**config.mk**
```make
export PLATFORM = sky130hd
export DESIGN_NAME = fetch_pc_unit
export DESIGN_NICKNAME = d
export VERILOG_FILES = /design/src/rtl/fetch_pc_unit.sv
export SDC_FILE = /design/constraint.sdc
export NUM_CORES = 1
export LEC_CHECK = 0
export CORE_AREA = 5 5 116 118
export DETAILED_ROUTE_END_ITERATION = 10
export DIE_AREA = 0 0 121 123
export DONT_BUFFER_PORTS = 1
export PLACE_DENSITY = 0.79
export SYNTH_ARGS = -nofsm -noshare
export SYNTH_HDL_FRONTEND = slang
export SYNTH_SLANG_ARGS = --single-unit
```
**constraint.sdc**
```tcl
create_clock -name clk -period 3.4 [get_ports clk]
set_clock_uncertainty 0.1 [all_clocks]
set_input_delay 0.68 -clock clk [delete_from_list [all_inputs] [get_ports clk]]
set_output_delay 0.68 -clock clk [all_outputs]
set_load 0.005 [all_outputs]
```
**src/rtl/fetch_pc_unit.sv**
```systemverilog
// Multicycle MIPS fetch/PC datapath: PC, IR, MDR and ALU-out registers,
// next-PC selection, memory address mux and IR field slicing.
module fetch_pc_unit #(
    parameter int                 WIDTH     = 32,
    parameter logic [WIDTH-1:0]   RESET_PC  = '0,
    parameter int                 CNT_WIDTH = 32
) (
    input  logic                 clk,
    input  logic                 rst,
    input  logic                 PC_Write,
    input  logic                 Branch,
    input  logic                 PC_Src,
    input  logic                 PC_J,
    input  logic                 IR_Write,
    input  logic                 IorD,
    input  logic [WIDTH-1:0]     alu_result,
    input  logic                 alu_zero,
    input  logic [WIDTH-1:0]     rd_data,
    output logic [WIDTH-1:0]     mem_addr,
    output logic [WIDTH-1:0]     pc,
    output logic [WIDTH-1:0]     instr,
    output logic [5:0]           Op,
    output logic [5:0]           Funct,
    output logic [4:0]           rs,
    output logic [4:0]           rt,
    output logic [4:0]           rd,
    output logic [15:0]          imm,
    output logic [WIDTH-1:0]     alu_out,
    output logic [WIDTH-1:0]     mdr,
    output logic [CNT_WIDTH-1:0] fetch_count,
    output logic                 pc_misaligned
);

    localparam logic [CNT_WIDTH-1:0] CNT_ONE = {{(CNT_WIDTH-1){1'b0}}, 1'b1};

    logic [WIDTH-1:0]     pc_q, pc_d;
    logic [WIDTH-1:0]     instr_q, instr_d;
    logic [WIDTH-1:0]     alu_out_q, alu_out_d;
    logic [WIDTH-1:0]     mdr_q, mdr_d;
    logic [CNT_WIDTH-1:0] fetch_count_q, fetch_count_d;
    logic                 pc_misaligned_q, pc_misaligned_d;
    logic [WIDTH-1:0]     next_pc;
    logic [WIDTH-1:0]     jump_target;
    logic                 pc_en;

    assign pc_en = PC_Write | (Branch & alu_zero);

    // Jump target keeps the upper PC nibble of the already-incremented PC
    assign jump_target = {pc_q[WIDTH-1:28], instr_q[25:0], 2'b00};

    always_comb begin
        next_pc = alu_result;
        if (PC_Src) begin
            next_pc = PC_J ? alu_out_q : jump_target;
        end
    end

    always_comb begin
        pc_d            = pc_q;
        instr_d         = instr_q;
        fetch_count_d   = fetch_count_q;
        pc_misaligned_d = pc_misaligned_q;
        alu_out_d       = alu_result;
        mdr_d           = rd_data;
        if (pc_en) begin
            pc_d = next_pc;
            if (next_pc[1:0] != 2'b00) begin
                pc_misaligned_d = 1'b1;
            end
        end
        if (IR_Write) begin
            instr_d       = rd_data;
            fetch_count_d = fetch_count_q + CNT_ONE;
        end
    end

    always_ff @(posedge clk) begin
        if (rst) begin
            pc_q            <= RESET_PC;
            instr_q         <= '0;
            alu_out_q       <= '0;
            mdr_q           <= '0;
            fetch_count_q   <= '0;
            pc_misaligned_q <= 1'b0;
        end else begin
            pc_q            <= pc_d;
            instr_q         <= instr_d;
            alu_out_q       <= alu_out_d;
            mdr_q           <= mdr_d;
            fetch_count_q   <= fetch_count_d;
            pc_misaligned_q <= pc_misaligned_d;
        end
    end

    assign mem_addr      = IorD ? alu_out_q : pc_q;
    assign pc            = pc_q;
    assign instr         = instr_q;
    assign alu_out       = alu_out_q;
    assign mdr           = mdr_q;
    assign fetch_count   = fetch_count_q;
    assign pc_misaligned = pc_misaligned_q;

    assign Op    = instr_q[31:26];
    assign Funct = instr_q[5:0];
    assign rs    = instr_q[25:21];
    assign rt    = instr_q[20:16];
    assign rd    = instr_q[15:11];
    assign imm   = instr_q[15:0];

endmodule

```
# ---- Yosys cells after proc, flatten, opt, wreduce, memory -nomap -nowiden
# Index checks and enable logic that the tools add are counted.
dict set report op_classes {
  n_addsub 1
  multipliers 0
  div 0
  n_lt_le_gt_ge 0
  eq_ne 1
  n_shift 0
  mux 3
  bitwise_logic 2
  reduce_logical 3
}
# operator count
set op_table {}
lappend op_table {{32-bit 2-to-1 mux} 3}
lappend op_table {{32-bit by 1-bit adder with 32-bit output, second input constant} 1}
lappend op_table {{2-bit AND reduction} 2}
lappend op_table {{2-bit by 1-bit != test with 1-bit output, second input constant} 1}
lappend op_table {{2-bit nonzero test} 1}
lappend op_table {{1-bit bitwise AND} 1}
lappend op_table {{1-bit bitwise OR} 1}
dict set report word_totals {
  regBits 161
  latch_bits 0
  mem_bits_rw 0
  mem_bits_ro 0
  in_bits 73
  out_inout_bits 236
  word_cells 17
  n_memories 0
}

# ---- Logic depth before layout (Yosys ltp)
dict set report depth {
  ltp_word 4
  ltp_mapped 7
  ltp_nobuf 5
}

# ---- Worst setup path after synthesis
# OpenSTA, ideal clock, no wires.
dict set report synth_path {
  path_type {input to output}
  start {in IorD}
  end {out mem_addr[10]}
  arrival_time_ns 1.573
  required_ns 2.620
  slack_ns 1.047
  path_stages 3
  path_buffers 2
  path_cell_list {clkbuf_1 -> buf_1 -> mux2_2}
}
dict set report synth_via {
  elab_chain_len 1
}
# element line_no
set synth_lines {}
lappend synth_lines {{start, declared} 15} ;# input logic IorD,
lappend synth_lines {{32-bit 2-to-1 mux} 95} ;# assign mem_addr = IorD ? alu_out_q : pc_q;
lappend synth_lines {{end, declared} 19} ;# output logic [WIDTH-1:0] mem_addr,
# Every way passes these cells.

# ---- Worst setup path in the final report
dict set report layout_path {
  start {reg fetch_count_q[7] (netlist: fetch_count[7])}
  end {reg fetch_count_q[30] (netlist: fetch_count[30])}
}
dict set report layout_via {
  elab_chain_len 1
}
# element line_no
set layout_lines {}
lappend layout_lines {{start, declared} 40} ;# logic [CNT_WIDTH-1:0] fetch_count_q, fetch_count_d;
lappend layout_lines {{start signal, assigned} 90} ;# fetch_count_q <= fetch_count_d;
lappend layout_lines {{32-bit by 1-bit adder with 32-bit output} 73} ;# fetch_count_d = fetch_count_q + CNT_ONE;
# Every way passes these cells.
# A chain may end at the register's enable or synchronous reset.

==> impl_results.md <==
* Cts repair resizes at 0
* Reg clk slew, reported paths at 0.06 ns
* Core Area at 12,400 um2
* Die area at 14,900 um2
* Setup Viol. Count Final at 0
* Chip Height at 123 um
* Later-pin clock latency in the skew report at 0.42 ns
* Slew Limit Headroom at 58.4%
* Initial antenna violation count at 0
* Synth Flop Type: dfxtp_1
* Area delta synth->final at 4.57%
* Clk root buf: clkbuf_16
* Slew Viols, Final at 0
* N_diodes at 0
* Routed WL at 17.6 mm
* CP max FO at 9
* H-Tree Level Count at 4
* Synth top area share at 47.8%
* Fillers at 1,033
* First-pass GRT wire length at 26.5 mm
* Yosys synthesis warning count at 0
* Worst IR Drop VDD at 0.385 mV
* # Post-CTS Setup Buffers at 0
* Setup TNS at 0 ns
* Vias per inst at 6.00
* Hold-fix buffers, CTS at 0
* Grt ovf at 0
* Top cells by count, synth: dfxtp_1 (161), nor2_1 (106), nor2b_1 (69)
* Placer's final routability congestion estimate at 0.868
* Post-synthesis sequential area ratio at 47.8%
* Post-route setup slack at 1.05 ns
* Ys async rst share at 0%
* Synth area leader: dfxtp_1
* ANT nets after route at 0
* Initial core utilization at 54.5%
* Power density over the cells at 598 nW/um2
* Setup crit end kind: register
* Startpoint types: register
* Finished Core Util at 57.0%
* Die W at 121 um
* Wire length per cell at 21.6 um
* CTS tree: yes
* Io pins at 309
* Drt pass-1 iters at 4
* Cell Area, Synth at 6740 um2
* Final hold violations at 0
* Clock sinks at 161
* Place WS at 1.11 ns
* Required time worst endpoint at 3.60 ns
* Leak pwr at 2.73 nW
* Clk buf depth at 2
* Largest cells by area after synthesis: dfxtp_1 (48%), mux2i_1 (8.8%), nor2b_1 (6.4%)
* Overall Global Routing Usage at 22.8%
* Most common cell in the netlist: dfxtp_1
* Cells after synthesis at 704
* Critical Path Start: fetch_count[7]
* DP HPWL at 12.2 mm
* Layout Nets at 710
* Design Area, Final at 7040 um2
* Tmin final at 2.35 ns
* Vias in the first global route at 4,780
* HP Start: rst
* Final period utilization at 69.1%
* F_max at 0.426 GHz
* Row count at 41
* Number of remaining DRC errors at 0
* Starting DRT DRC Count at 387
* Count of state elements after synthesis at 161
* Worst Path Arrival at 2.55 ns
* # port buffers at 0
* Critical path class: register to register
* Worst hold-check path type: input pin to register
* Syn nets at 778
* Unrepaired setup endpoints after global routing: no
* Post-Syn Area per Cell at 9.57 um2
* Share of layout cells above drive strength 1 at 10.5%
* Post-synth EDFFs at 0
* Worst r2r src: fetch_count[7]
* CTS Buf Count at 17
* Worst Tran Pin Value at 0.622 ns
* Maxcap violations at 0
* Area after DPL at 6460 um2
* Count of different cell masters after synthesis at 36
* Hold WS at 0.230 ns
* Largest net degree at the start of global routing at 165
* Outcome: complete, no violations
* DR vias at 4,910
-- worst paths after layout --
| path | to | slack [ns] | cells past startpoint |
|---|---|---|---|
| max | fetch_count[30] | 1.05 | 4 |
| min | mdr[26] | 0.23 | 1 |
| max reg2reg | fetch_count[30] | 1.05 | 4 |
| min reg2reg | fetch_count[31] | 0.43 | 2 |
-- placed cells by master, fill, tap and decap left out, types with 2 or more instances in the layout --
cell and instances:
clkbuf_1 2, o22ai_1 4, nor2_1 106, nand4_4 2, xnor2_1 5, and3_1 4
o21ai_0 6, dfxtp_1 161, or4_1 12, a31oi_1 3, mux2_2 34, bufinv_16 3
clkinvlp_4 3, clkbuf_16 17, nand4_1 12, o31ai_1 11, nor3_1 3, inv_1 5
xor2_1 6, a21oi_1 45, and4_1 2, mux2i_1 59, nand2_1 14, or3_1 5
nand3_1 5, a211oi_1 31, nor2b_1 69, nor4_1 4
-- worst max-delay path, stage by stage (launching register included) --
cell and delay, ns:
dfxtp_1 0.50, nand4_4 0.19, or4_1 0.60, nor4_1 0.44, mux2_2 0.40
-- through the flow --
stage                     instances  power (W)
after CTS                       818    0.00425
after detailed placement        789    0.00236
after global placement          789    0.00235
after global routing            818    0.00438
after floorplan                 704    0.00238
final                           818    0.00422
-- cell families after synthesis --
group | synth area share [%]
AOI/OAI and AO/OA | 9.58
adders and majority gates | 0.186
muxes | 14.5
and+or+nand+nor | 18.7
xor gates and xnor gates | 1.43
DFF | 47.8
buffers and inverters | 7.82
-- routing by layer --
| metal | GRT usage [%] | vias up | part of all wire, % |
|---|---|---|---|
| met3 | 10.8 | 28 | 11 |
| met2 | 37.1 | 268 | 50 |
| met5 | 0 | - | 0 |
| met4 | 9.07 | 0 | 1.9 |
| met1 | 26.0 | 2357 | 38 |
| li1 | - | 2257 | - |
-- final cells by class --
type	instances	area, um2	area share, %
multi-input cells	450	3000	42.6
clock buffers	20	447	6.34
flip-flops and latches	161	3220	45.8
clock inverters	9	135	1.92
well taps	172	215	3.06
repair buffers	1	7.51	0.107
inverters	5	18.8	0.266
-- sequential cells by signal, summed over array words and instances (netlist names) --
signal / cells
mdr: 32
pc: 32
pc_misaligned: 1
fetch_count: 32
alu_out: 32
instr: 32
-- report_power, final --
group          switching (W)  leakage, nW  internal, W
sequential          0.000119         1.33      0.00198
clock               0.000730        0.274      0.00116
combinational      0.0000954         1.12     0.000125
No activity file was read; power rests on OpenSTA's default activity.
